[config.mk]
export PLATFORM = sky130hd
export DESIGN_NAME = i2c_sht40_responder_flat
export DESIGN_NICKNAME = d
export VERILOG_FILES = /design/src/rtl/i2c_sht40_responder_if.sv /design/src/rtl/i2c_sht40_responder.sv /design/src/flat_wrapper.sv
export SDC_FILE = /design/constraint.sdc
export NUM_CORES = 1
export LEC_CHECK = 0
export ABC_AREA = 1
export CAP_MARGIN = 10
export CORE_MARGIN = 5
export CORE_UTILIZATION = 35
export DETAILED_ROUTE_END_ITERATION = 10
export SETUP_SLACK_MARGIN = 0.1
export SYNTH_ARGS = -nofsm -noshare
export SYNTH_HDL_FRONTEND = slang
export SYNTH_SLANG_ARGS = --single-unit
[constraint.sdc]
create_clock -name clk -period 2.5 [get_ports clk]
set_clock_uncertainty 0.1 [all_clocks]
set_input_delay 0.25 -clock clk [delete_from_list [all_inputs] [get_ports clk]]
set_output_delay 0.25 -clock clk [all_outputs]
set_load 0.01 [all_outputs]
[src/rtl/i2c_sht40_responder_if.sv]
// Open-drain I2C pad bundle seen by the SHT40 responder: SCL/SDA inputs plus the SDA pull-down enable.
interface i2c_sht40_responder_if;
    logic scl_in;
    logic sda_in;
    logic sda_oe;

    modport master (output scl_in, output sda_in, input sda_oe);
    modport slave  (input scl_in, input sda_in, output sda_oe);
endinterface

[src/rtl/i2c_sht40_responder.sv]
// I2C target emulating an SHT40: takes a one-byte command, then serves the six-byte
// T/H frame with CRC-8 (poly 0x31, init 0xFF). States: IDLE/ADDR/ADDR_ACK/CMD/CMD_ACK/TX/TX_ACK/IGNORE.
module i2c_sht40_responder #(
    parameter logic [6:0] ADDR     = 7'h44,
    parameter logic [7:0] CMD_MEAS = 8'hFD,
    parameter logic [7:0] CMD_SRST = 8'h94
) (
    input  logic        clk,
    input  logic        rst,
    i2c_sht40_responder_if.slave bus,
    input  logic [15:0] temp_word,
    input  logic [15:0] hum_word,
    output logic        cmd_valid,
    output logic [7:0]  cmd_byte,
    output logic        frame_ready,
    output logic        busy
);

    typedef enum logic [2:0] {
        S_IDLE, S_ADDR, S_ADDR_ACK, S_CMD, S_CMD_ACK, S_TX, S_TX_ACK, S_IGNORE
    } state_t;

    function automatic logic [7:0] crc8(input logic [15:0] w);
        logic [7:0] c;
        c = 8'hFF;
        for (int i = 15; i >= 0; i--) begin
            if (c[7] ^ w[i]) c = {c[6:0], 1'b0} ^ 8'h31;
            else             c = {c[6:0], 1'b0};
        end
        return c;
    endfunction

    logic scl_s1, scl_s2, scl_h, sda_s1, sda_s2, sda_h;
    logic scl_rise_q, scl_fall_q, start_q, stop_q, sda_q;

    state_t      state, state_d;
    logic [2:0]  bit_cnt, bit_cnt_d;
    logic [7:0]  shift_q, shift_d, shift_in;
    logic        rw_q, rw_d;
    logic        ack_on, ack_on_d;
    logic [2:0]  byte_idx, idx_d;
    logic        sda_oe_q, oe_d;
    logic        cmd_valid_q, cv_d;
    logic [7:0]  cmd_byte_q, cb_d;
    logic        frame_ready_q, fr_d;
    logic        busy_q, busy_d;
    logic [15:0] temp_q, temp_d, hum_q, hum_d;
    logic [7:0]  crc_t_q, crc_t_d, crc_h_q, crc_h_d;
    logic [7:0]  cur_byte;

    // Edge strobes are registered so a pad edge shows up internally three clocks later.
    always_ff @(posedge clk) begin
        if (rst) begin
            scl_s1 <= 1'b1; scl_s2 <= 1'b1; scl_h <= 1'b1;
            sda_s1 <= 1'b1; sda_s2 <= 1'b1; sda_h <= 1'b1;
            scl_rise_q <= 1'b0; scl_fall_q <= 1'b0;
            start_q <= 1'b0; stop_q <= 1'b0; sda_q <= 1'b1;
        end else begin
            scl_s1 <= bus.scl_in; scl_s2 <= scl_s1; scl_h <= scl_s2;
            sda_s1 <= bus.sda_in; sda_s2 <= sda_s1; sda_h <= sda_s2;
            scl_rise_q <= scl_s2 & ~scl_h;
            scl_fall_q <= ~scl_s2 & scl_h;
            start_q    <= scl_s2 & scl_h & ~sda_s2 & sda_h;
            stop_q     <= scl_s2 & scl_h & sda_s2 & ~sda_h;
            sda_q      <= sda_s2;
        end
    end

    always_comb begin
        cur_byte = temp_q[15:8];
        case (byte_idx)
            3'd1:    cur_byte = temp_q[7:0];
            3'd2:    cur_byte = crc_t_q;
            3'd3:    cur_byte = hum_q[15:8];
            3'd4:    cur_byte = hum_q[7:0];
            3'd5:    cur_byte = crc_h_q;
            default: cur_byte = temp_q[15:8];
        endcase
    end

    always_comb begin
        state_d  = state;
        bit_cnt_d = bit_cnt;
        shift_d  = shift_q;
        rw_d     = rw_q;
        ack_on_d = ack_on;
        idx_d    = byte_idx;
        oe_d     = sda_oe_q;
        cv_d     = 1'b0;
        cb_d     = cmd_byte_q;
        fr_d     = frame_ready_q;
        busy_d   = busy_q;
        temp_d   = temp_q;
        hum_d    = hum_q;
        crc_t_d  = crc_t_q;
        crc_h_d  = crc_h_q;
        shift_in = {shift_q[6:0], sda_q};

        // Bus conditions win over any data edge reported on the same strobe.
        if (stop_q) begin
            state_d  = S_IDLE;
            oe_d     = 1'b0;
            busy_d   = 1'b0;
            ack_on_d = 1'b0;
        end else if (start_q) begin
            state_d   = S_ADDR;
            bit_cnt_d = 3'd0;
            oe_d      = 1'b0;
            ack_on_d  = 1'b0;
        end else begin
            case (state)
                S_ADDR, S_CMD: begin
                    if (scl_rise_q) begin
                        shift_d   = shift_in;
                        bit_cnt_d = bit_cnt + 3'd1;
                        if (bit_cnt == 3'd7) begin
                            if (state == S_CMD) begin
                                state_d = S_CMD_ACK;
                            end else if (shift_in[7:1] != ADDR ||
                                         (shift_in[0] && !frame_ready_q)) begin
                                state_d = S_IGNORE;
                                busy_d  = 1'b0;
                            end else begin
                                state_d = S_ADDR_ACK;
                                rw_d    = shift_in[0];
                                busy_d  = 1'b1;
                            end
                        end
                    end
                end
                S_ADDR_ACK: begin
                    if (scl_fall_q) begin
                        if (!ack_on) begin
                            oe_d     = 1'b1;
                            ack_on_d = 1'b1;
                        end else begin
                            ack_on_d  = 1'b0;
                            bit_cnt_d = 3'd0;
                            if (rw_q) begin
                                state_d   = S_TX;
                                idx_d     = 3'd0;
                                bit_cnt_d = 3'd7;
                                oe_d      = ~temp_q[15];
                            end else begin
                                state_d = S_CMD;
                                oe_d    = 1'b0;
                            end
                        end
                    end
                end
                S_CMD_ACK: begin
                    if (scl_fall_q) begin
                        if (!ack_on) begin
                            oe_d     = 1'b1;
                            ack_on_d = 1'b1;
                        end else begin
                            ack_on_d  = 1'b0;
                            oe_d      = 1'b0;
                            bit_cnt_d = 3'd0;
                            state_d   = S_CMD;
                            cv_d      = 1'b1;
                            cb_d      = shift_q;
                            if (shift_q == CMD_MEAS) begin
                                temp_d  = temp_word;
                                hum_d   = hum_word;
                                crc_t_d = crc8(temp_word);
                                crc_h_d = crc8(hum_word);
                                fr_d    = 1'b1;
                            end else if (shift_q == CMD_SRST) begin
                                fr_d = 1'b0;
                            end
                        end
                    end
                end
                S_TX: begin
                    if (scl_fall_q) begin
                        if (bit_cnt == 3'd0) begin
                            oe_d     = 1'b0;
                            ack_on_d = 1'b0;
                            state_d  = S_TX_ACK;
                        end else begin
                            bit_cnt_d = bit_cnt - 3'd1;
                            oe_d      = ~cur_byte[bit_cnt - 3'd1];
                        end
                    end
                end
                S_TX_ACK: begin
                    if (scl_rise_q && !ack_on) begin
                        if (byte_idx == 3'd5) fr_d = 1'b0;
                        if (!sda_q) begin
                            ack_on_d = 1'b1;
                            idx_d    = (byte_idx == 3'd5) ? 3'd0 : byte_idx + 3'd1;
                        end else begin
                            state_d = S_IGNORE;
                        end
                    end else if (scl_fall_q && ack_on) begin
                        ack_on_d  = 1'b0;
                        state_d   = S_TX;
                        bit_cnt_d = 3'd7;
                        oe_d      = ~cur_byte[7];
                    end
                end
                S_IGNORE: oe_d = 1'b0;
                default: ;
            endcase
        end
    end

    always_ff @(posedge clk) begin
        if (rst) begin
            state         <= S_IDLE;
            bit_cnt       <= 3'd0;
            shift_q       <= 8'h00;
            rw_q          <= 1'b0;
            ack_on        <= 1'b0;
            byte_idx      <= 3'd0;
            sda_oe_q      <= 1'b0;
            cmd_valid_q   <= 1'b0;
            cmd_byte_q    <= 8'h00;
            frame_ready_q <= 1'b0;
            busy_q        <= 1'b0;
            temp_q        <= 16'h0000;
            hum_q         <= 16'h0000;
            crc_t_q       <= 8'h00;
            crc_h_q       <= 8'h00;
        end else begin
            state         <= state_d;
            bit_cnt       <= bit_cnt_d;
            shift_q       <= shift_d;
            rw_q          <= rw_d;
            ack_on        <= ack_on_d;
            byte_idx      <= idx_d;
            sda_oe_q      <= oe_d;
            cmd_valid_q   <= cv_d;
            cmd_byte_q    <= cb_d;
            frame_ready_q <= fr_d;
            busy_q        <= busy_d;
            temp_q        <= temp_d;
            hum_q         <= hum_d;
            crc_t_q       <= crc_t_d;
            crc_h_q       <= crc_h_d;
        end
    end

    // Reset releases SDA in the same cycle rather than waiting for the clock edge.
    assign bus.sda_oe  = sda_oe_q & ~rst;
    assign cmd_valid   = cmd_valid_q;
    assign cmd_byte    = cmd_byte_q;
    assign frame_ready = frame_ready_q;
    assign busy        = busy_q;

endmodule

[src/flat_wrapper.sv]
// flat-port wrapper written by rule: the top's interface ports become plain ports
module i2c_sht40_responder_flat 
#(
    parameter logic [6:0] ADDR     = 7'h44,
    parameter logic [7:0] CMD_MEAS = 8'hFD,
    parameter logic [7:0] CMD_SRST = 8'h94
)
  (clk, rst, temp_word, hum_word, cmd_valid, cmd_byte, frame_ready, busy, bus_scl_in, bus_sda_in, bus_sda_oe);
  i2c_sht40_responder_if bus_i ();
  input  logic clk;
  input  logic rst;
  input  logic [15:0] temp_word;
  input  logic [15:0] hum_word;
  output logic cmd_valid;
  output logic [7:0] cmd_byte;
  output logic frame_ready;
  output logic busy;
  input wire logic [$bits(bus_i.scl_in)-1:0] bus_scl_in;
  input wire logic [$bits(bus_i.sda_in)-1:0] bus_sda_in;
  output wire logic [$bits(bus_i.sda_oe)-1:0] bus_sda_oe;
  assign bus_i.scl_in = bus_scl_in;
  assign bus_i.sda_in = bus_sda_in;
  assign bus_sda_oe = bus_i.sda_oe;
  i2c_sht40_responder #(.ADDR(ADDR), .CMD_MEAS(CMD_MEAS), .CMD_SRST(CMD_SRST)) u_core (.clk(clk), .rst(rst), .bus(bus_i), .temp_word(temp_word), .hum_word(hum_word), .cmd_valid(cmd_valid), .cmd_byte(cmd_byte), .frame_ready(frame_ready), .busy(busy));
endmodule
==> results_dict.tcl, run 1 <==
set metrics [dict create \
    grt_pass1_wl_microns 22700 \
    ant_nets 0 \
    grt_pass1_vias 4484 \
    grtUsageMet2 0.230 \
    required_ns 2.63 \
    r2r_end "u_core.sda_oe_q" \
    status "finished, final reports clean" \
    drt-total-wl_microns 13700 \
    areaGrowthSynthToFinish_pct 18.2 \
    max_freq_ghz 0.473 \
    hold_class "flip-flop to flip-flop" \
    start_kind "flip-flop" \
    min_period_ns 2.11 \
    synth.distinct_cells 53 \
    crit_type "flip-flop to flip-flop" \
    synth-edff-count 0 \
    core-area_sq_um 15100 \
    dp_hpwl_microns 10700 \
    cts_buffer_depth 2 \
    die-area_sq_um 17900 \
    slew_viol_final 0 \
    min_path_cells 1 \
    die_y_microns 134 \
    cts_tree "built" \
    rsz0062_at_grt "no" \
    rows 45 \
    wl_per_cell_microns 13.5 \
    drtIter0Drc 328 \
    combPwrFrac 0.329 \
    async_flop_share 0 \
    r2r-start "u_core.byte_idx[2]" \
    power.share.switching 0.352 \
    final-hold-violation-count 0 \
    setup_tns_ns 0 \
    p_seq_frac 0.348 \
    powerDensity_nw_per_um2 698 \
    fin_crit_sh 0.846 \
    met3_usage 0.0233 \
    syn-instance-count 778 \
    track_usage 0.156 \
    worstPathMaxFanout 10 \
    path_cells "inv_2, ha_1, a21oi_1, nand3_2, inv_1, nor2_1, nand2_1, nand3_1, nand3_1, nand3_1, nand3_1, nand2_1, nand2_1, a21oi_1" \
    crit_buf_inv 2 \
    p_switching_uw 1560 \
    viasPerCell 4.92 \
    holdBufCountCts 0 \
    drc_errors 0 \
    cts_sinks 89 \
    start_util 0.354 \
    final_nets 866 \
    cpMostUsedCell "nand3_1" \
    irDropWorstVdd_mv 0.396 \
    p_int_uw 2870 \
    ys_seq_area_frac 0.332 \
    post_cts_resized 0 \
    instances_no_fill 1016 \
    timing.final.setup_violations 0 \
    cts_made_buffers 9 \
    synth-seq-cells 89 \
    rr_worst_depth 14 \
    synth_top_flop_cell "dfxtp_1" \
    arrival_ns 2.25 \
    ios 48 \
    slew_headroom 0.618 \
    gp_congestion 0.913 \
    diodes 0 \
    p_clk_frac 0.323 \
    antenna_found_initial 0 \
    syn_nets 819 \
    worst_slew_pin_slew_ns 0.571 \
    post-cts-setup-buffer-count 0 \
    drive_gt1_frac 0.123 \
    die_x_microns 134 \
    worstSkewPairLatency_ns 0.35 \
    endpoint_kind "flip-flop" \
    max_stage_delay_ns 0.36 \
    io_buffers 47 \
    htree_num_levels 3 \
    cp_top_family "simple AND/OR/NAND/NOR gates" \
    p_leak_uw 0.00284 \
    synth.cell_area_sq_um 5370 \
    min_to "u_core.scl_s2" \
    cp_slowest_cell "dfxtp_1" \
    cts_root_buf "clkbuf_16" \
    overflow 0 \
    grt_max_degree 37 \
    hp-start "u_core.scl_s1" \
    use_met1 0.231 \
    grt_busiest_layer "met1" \
    dr.pass1.iters 5 \
    synth-warning-count 0 \
    r2r_slack_ns 0.39 \
    cap_violations 0 \
    place_inst 1002 \
    avgSynthCellArea_sq_um 6.90 \
    clk_pin_slew_ns 0.06 \
    vias 4996 \
]
==> layout by cell type (no fill, tap or decap), types with 2 or more instances in the layout <==
| cell type | n |
|---|---|
| nand3b_1 | 2 |
| nor4_1 | 3 |
| nand2_1 | 154 |
| ha_1 | 5 |
| nor3_1 | 10 |
| nand4_1 | 6 |
| nand3_1 | 51 |
| clkinv_4 | 2 |
| clkbuf_16 | 9 |
| clkdlybuf4s50_1 | 47 |
| inv_2 | 15 |
| a22oi_1 | 2 |
| o21ai_1 | 20 |
| nand2_4 | 9 |
| xor2_1 | 23 |
| bufinv_16 | 2 |
| nand3_2 | 8 |
| inv_1 | 90 |
| nor2_2 | 4 |
| inv_4 | 2 |
| a21oi_1 | 70 |
| xnor2_2 | 2 |
| a211oi_1 | 7 |
| nand2_2 | 21 |
| dfxtp_1 | 89 |
| buf_4 | 14 |
| or2_2 | 4 |
| o211ai_1 | 6 |
| nor2_1 | 56 |
| xnor2_1 | 11 |
| o21ai_0 | 62 |
==> state kept, by name, indices dropped and copies added (netlist names), 3 cells and up <==
| register | flops |
|---|---|
| u_core.hum_q | 16 |
| u_core.shift_q | 8 |
| u_core.state | 3 |
| u_core.bit_cnt | 3 |
| u_core.crc_t_q | 8 |
| u_core.byte_idx | 3 |
| u_core.cmd_byte | 8 |
| u_core.temp_q | 16 |
| u_core.crc_h_q | 8 |
==> layout make-up <==
class	count	area (sq um)
clock buffer	9	225
clock inverter	5	82.6
fill	1557	8800
inverter	107	407
multi-input combinational	557	3040
sequential	89	1780
tap	188	235
timing repair buffer	61	576
==> per-layer routing <==
layer,part of all wire,up-vias,routed length (microns)
met5,0,-,0
met4,0.018,0,250
met3,0.045,13,621
met2,0.43,115,5870
met1,0.51,2238,6990
li1,-,2630,-
==> worst reg2reg max path, delay by kind of cell, from the launching register on <==
family,cells,cell delay [ns]
fa+ha+maj,1,0.22
buf+inv,2,0.28
compound gates,2,0.20
simple gates,9,0.85
flops,1,0.36
==> worst max path at each step <==
stage | from | end | slack [ns] | cells past startpoint
after floorplan | u_core.byte_idx[2] | u_core.sda_oe_q | 0.58 | 15
after global placement | temp_word[13] | u_core.crc_t_q[6] | 0.04 | 17
after detailed placement | temp_word[13] | u_core.crc_t_q[6] | 0.04 | 17
after CTS | u_core.bit_cnt[0] | u_core.state[0] | 0.32 | 11
after global routing | u_core.bit_cnt[0] | u_core.state[0] | 0.15 | 11
final | u_core.byte_idx[2] | u_core.sda_oe_q | 0.39 | 14
==> stage by stage <==
step	hold WS [ns]	worst slack [ns]	total power, uW	cell area, sq um	util
2_1_floorplan	0.254	0.579	2660	5370	-
3_3_place_gp	0.291	0.0418	3040	6030	0.398
3_5_place_dp	0.297	0.0420	3020	6030	0.398
4_1_cts	0.312	0.323	4460	6340	0.419
5_1_grt	0.317	0.149	4700	6340	0.419
6_report	0.308	0.386	4430	6340	0.419
==> power groups by stage <==
stage	sequential, uW	clock (uW)	combinational (uW)
3_3_place_gp	1570	0	1460
6_report	1540	1430	1460
2_1_floorplan	1550	0	1110
3_5_place_dp	1570	0	1450
4_1_cts	1540	1460	1460
5_1_grt	1550	1500	1640
==> kinds of logic (layout without fill, tap and decap cells) <==
group                      after synthesis  count (layout)  synth area share
and+or+nand+nor                        338             338             0.306
adders and majority gates                5               5            0.0117
xor gates and xnor gates                39              39            0.0739
DFF                                     89              89             0.332
buffers and inverters                  132             182             0.103
AOI/OAI and AO/OA                      175             175             0.174
==> Yosys cell counts, types with 9 or more instances <==
cell type / count / area, sq um
a21oi_1: 70 / 350
clkbuf_1: 10 / 37.5
dfxtp_1: 89 / 1780
inv_1: 91 / 342
inv_2: 14 / 52.6
nand2_1: 154 / 578
nand2_2: 21 / 131
nand2_4: 9 / 101
nand3_1: 51 / 255
nor2_1: 56 / 210
nor3_1: 10 / 50.1
o21ai_0: 62 / 310
o21ai_1: 20 / 100
xnor2_1: 11 / 96.3
xor2_1: 23 / 201
Power figures use the tool's default switching activity.
==> inputs of run 2 (changes only) <==
==> constraint.sdc (replaced) <==
create_clock -name clk -period 2.2 [get_ports clk]
set_clock_uncertainty 0.1 [all_clocks]
set_input_delay 0.22 -clock clk [delete_from_list [all_inputs] [get_ports clk]]
set_output_delay 0.22 -clock clk [all_outputs]
set_load 0.01 [all_outputs]
==> run 2 against run 1 <==
  * Worst setup slack lost 0.14 ns
  * Cell count up 5.5%
  * Die area unchanged
  * Via count rose by 3.1%
  * Core utilization up 4.0 points
  * Largest cell class unchanged
  * Global-route usage increased by 0.15 points
  * Flip-flop and latch count stayed put
  * Sequential power increased by 14%
  * Highest routed layer unchanged
  * Combinational power rose by 36%
  * Critical path type unchanged
  * Clock-buffer cell count rose by 2
==> results_dict.tcl, run 2 (synthesized netlist as in run 1, its figures left out) <==
set metrics [dict create \
    cap_violations 0 \
    cp_slowest_cell "dfxtp_1" \
    ant_nets 0 \
    rsz0062_at_grt "yes" \
    cts_sinks 89 \
    final_cell_mix "nand2_1, inv_1, dfxtp_1, a21oi_1, buf_4" \
    grt_pass1_wl_microns 23200 \
    wl_per_cell_microns 13.1 \
    p_leak_uw 0.00316 \
    drc_errors 0 \
    p_total_uw 5270 \
    pre_cts_ws_ns -0.146 \
    drt-total-wl_microns 14000 \
    cts_buffer_depth 2 \
    crit_type "flip-flop to flip-flop" \
    met3_usage 0.0308 \
    drtIter0Drc 358 \
    die_x_microns 134 \
    cp.depth 10 \
    worstSkewPairLatency_ns 0.35 \
    placed_cell_area_sq_um 6380 \
    overflow 0 \
    track_usage 0.158 \
    grt_busiest_layer "met2" \
    cts_made_buffers 9 \
    diodes 0 \
    slew_viol_final 0 \
    final_nets 920 \
    path_cells "inv_4, nor2_2, nand2_2, nor3_4, inv_2, nor2_4, buf_4, buf_4, o21ai_0, a21oi_1" \
    core-area_sq_um 15100 \
    r2r_end "u_core.crc_t_q[3]" \
    min_path_cells 4 \
    p_seq_frac 0.334 \
    vias 5153 \
    io_buffers 47 \
    p_switching_uw 1900 \
    areaGrowthSynthToFinish_pct 29.3 \
    power.share.switching 0.361 \
    start_kind "flip-flop" \
    slew_headroom 0.701 \
    instances_no_fill 1072 \
    rows 45 \
    hp-start "temp_word[15]" \
    hold_class "input pin to flip-flop" \
    irDropWorstVdd_mv 0.438 \
    min_period_ns 1.95 \
    clk_pin_slew_ns 0.07 \
    gp_congestion 0.892 \
    worstPathMaxFanout 14 \
    dr.pass1.iters 5 \
    endpoint_kind "flip-flop" \
    arrival_ns 2.13 \
    use_met1 0.225 \
    reg_top3 "u_core.hum_q x16, u_core.temp_q x16" \
    max_freq_ghz 0.513 \
    cpMostUsedCell "buf_4" \
    dp_hpwl_microns 10900 \
    min_to "u_core.temp_q[15]" \
    hold_ws_ns 0.238 \
    ios 48 \
    cts_tree "built" \
    die_y_microns 134 \
    start_util 0.354 \
    rr_worst_depth 10 \
    drive_gt1_frac 0.217 \
    p_int_uw 3370 \
    powerDensity_nw_per_um2 759 \
    die-area_sq_um 17900 \
    r2r_slack_ns 0.25 \
    status "finished, final reports clean" \
    p_clk_frac 0.291 \
    max_stage_delay_ns 0.43 \
    combPwrFrac 0.375 \
    place_inst 1047 \
    cp_top_family "simple AND/OR/NAND/NOR gates" \
    crit_buf_inv 4 \
    grtUsageMet2 0.239 \
    grt_max_degree 32 \
    grt_pass1_vias 4768 \
    antenna_found_initial 0 \
    r2r-start "u_core.state[2]" \
    timing.final.setup_violations 0 \
    final_common_cell "nand2_1" \
    required_ns 2.38 \
    cts_root_buf "clkbuf_16" \
    fin_area_sq_um 6940 \
    final-hold-violation-count 0 \
    worst_slew_pin_slew_ns 0.443 \
    viasPerCell 4.81 \
    htree_num_levels 3 \
    fin_ws_ns 0.250 \
    fin_crit_sh 0.886 \
]
run 2: cell types whose count changed in the layout (fill, tap and decap cells not counted), sizes merged:
| cell | change |
|---|---|
| buf | +54 |
| inv | +3 |
| bufinv | -2 |
| clkbuf | +2 |
| clkdlybuf4s50 | -2 |
| clkinv | -2 |
| dlymetal6s2s | +2 |
| clkinvlp | +1 |
run 2: worst register-to-register path: stages (launching register included):
cell and delay, ns:
dfxtp_1 0.43, inv_4 0.09, nor2_2 0.11, nand2_2 0.12, nor3_4 0.18, inv_2 0.08
nor2_4 0.23, buf_4 0.16, buf_4 0.17, o21ai_0 0.10, a21oi_1 0.12
run 2: area by class of cell:
type	instances	area, sq um
clock buffers	11	253
well taps	188	235
repair buffers	115	1000
flip-flops and latches	89	1790
multi-input cells	557	3200
fillers	1510	8200
clock inverters	5	45.0
inverters	107	409
run 2: repair_timing:
| item | 4_1_cts | 5_1_grt |
|---|---|---|
| setup endpoints to repair | 1 | 16 |
| pin swaps | 0 | 16 |
| setup buffers | 0 | 9 |
| gates resized for setup | 1 | 51 |
| hold buffers | 0 | 0 |
run 2: power groups by stage:
stage	Clock, uW	Sequential (uW)	Combinational (uW)
3_3_place_gp	0	1780	1790
6_report	1530	1760	1980
4_1_cts	1570	1750	1790
2_1_floorplan	0	1760	1260
5_1_grt	1640	1770	2210
3_5_place_dp	0	1780	1780
run 2: how the worst max path moves through the flow:
stage,from,to,slack (ns)
final,u_core.state[2],u_core.crc_t_q[3],0.25
after global placement,temp_word[15],u_core.crc_t_q[5],-0.11
after CTS,u_core.byte_idx[2],u_core.sda_oe_q,0.13
after floorplan,u_core.byte_idx[2],u_core.sda_oe_q,0.28
after detailed placement,temp_word[15],u_core.crc_t_q[5],-0.15
after global routing,temp_word[13],u_core.crc_t_q[7],0.08
run 2: through the flow:
stage	setup TNS, ns	utilization
final	0	0.458
after global routing	0	0.458
after CTS	0	0.441
after detailed placement	-0.949	0.422
after global placement	-0.767	0.422
after floorplan	0	-
run 2: per-layer routing:
metal / share of wire / up-vias
met3: 0.043 / 23
met2: 0.44 / 106
met1: 0.50 / 2295
met5: 0 / -
li1: - / 2729
met4: 0.019 / 0
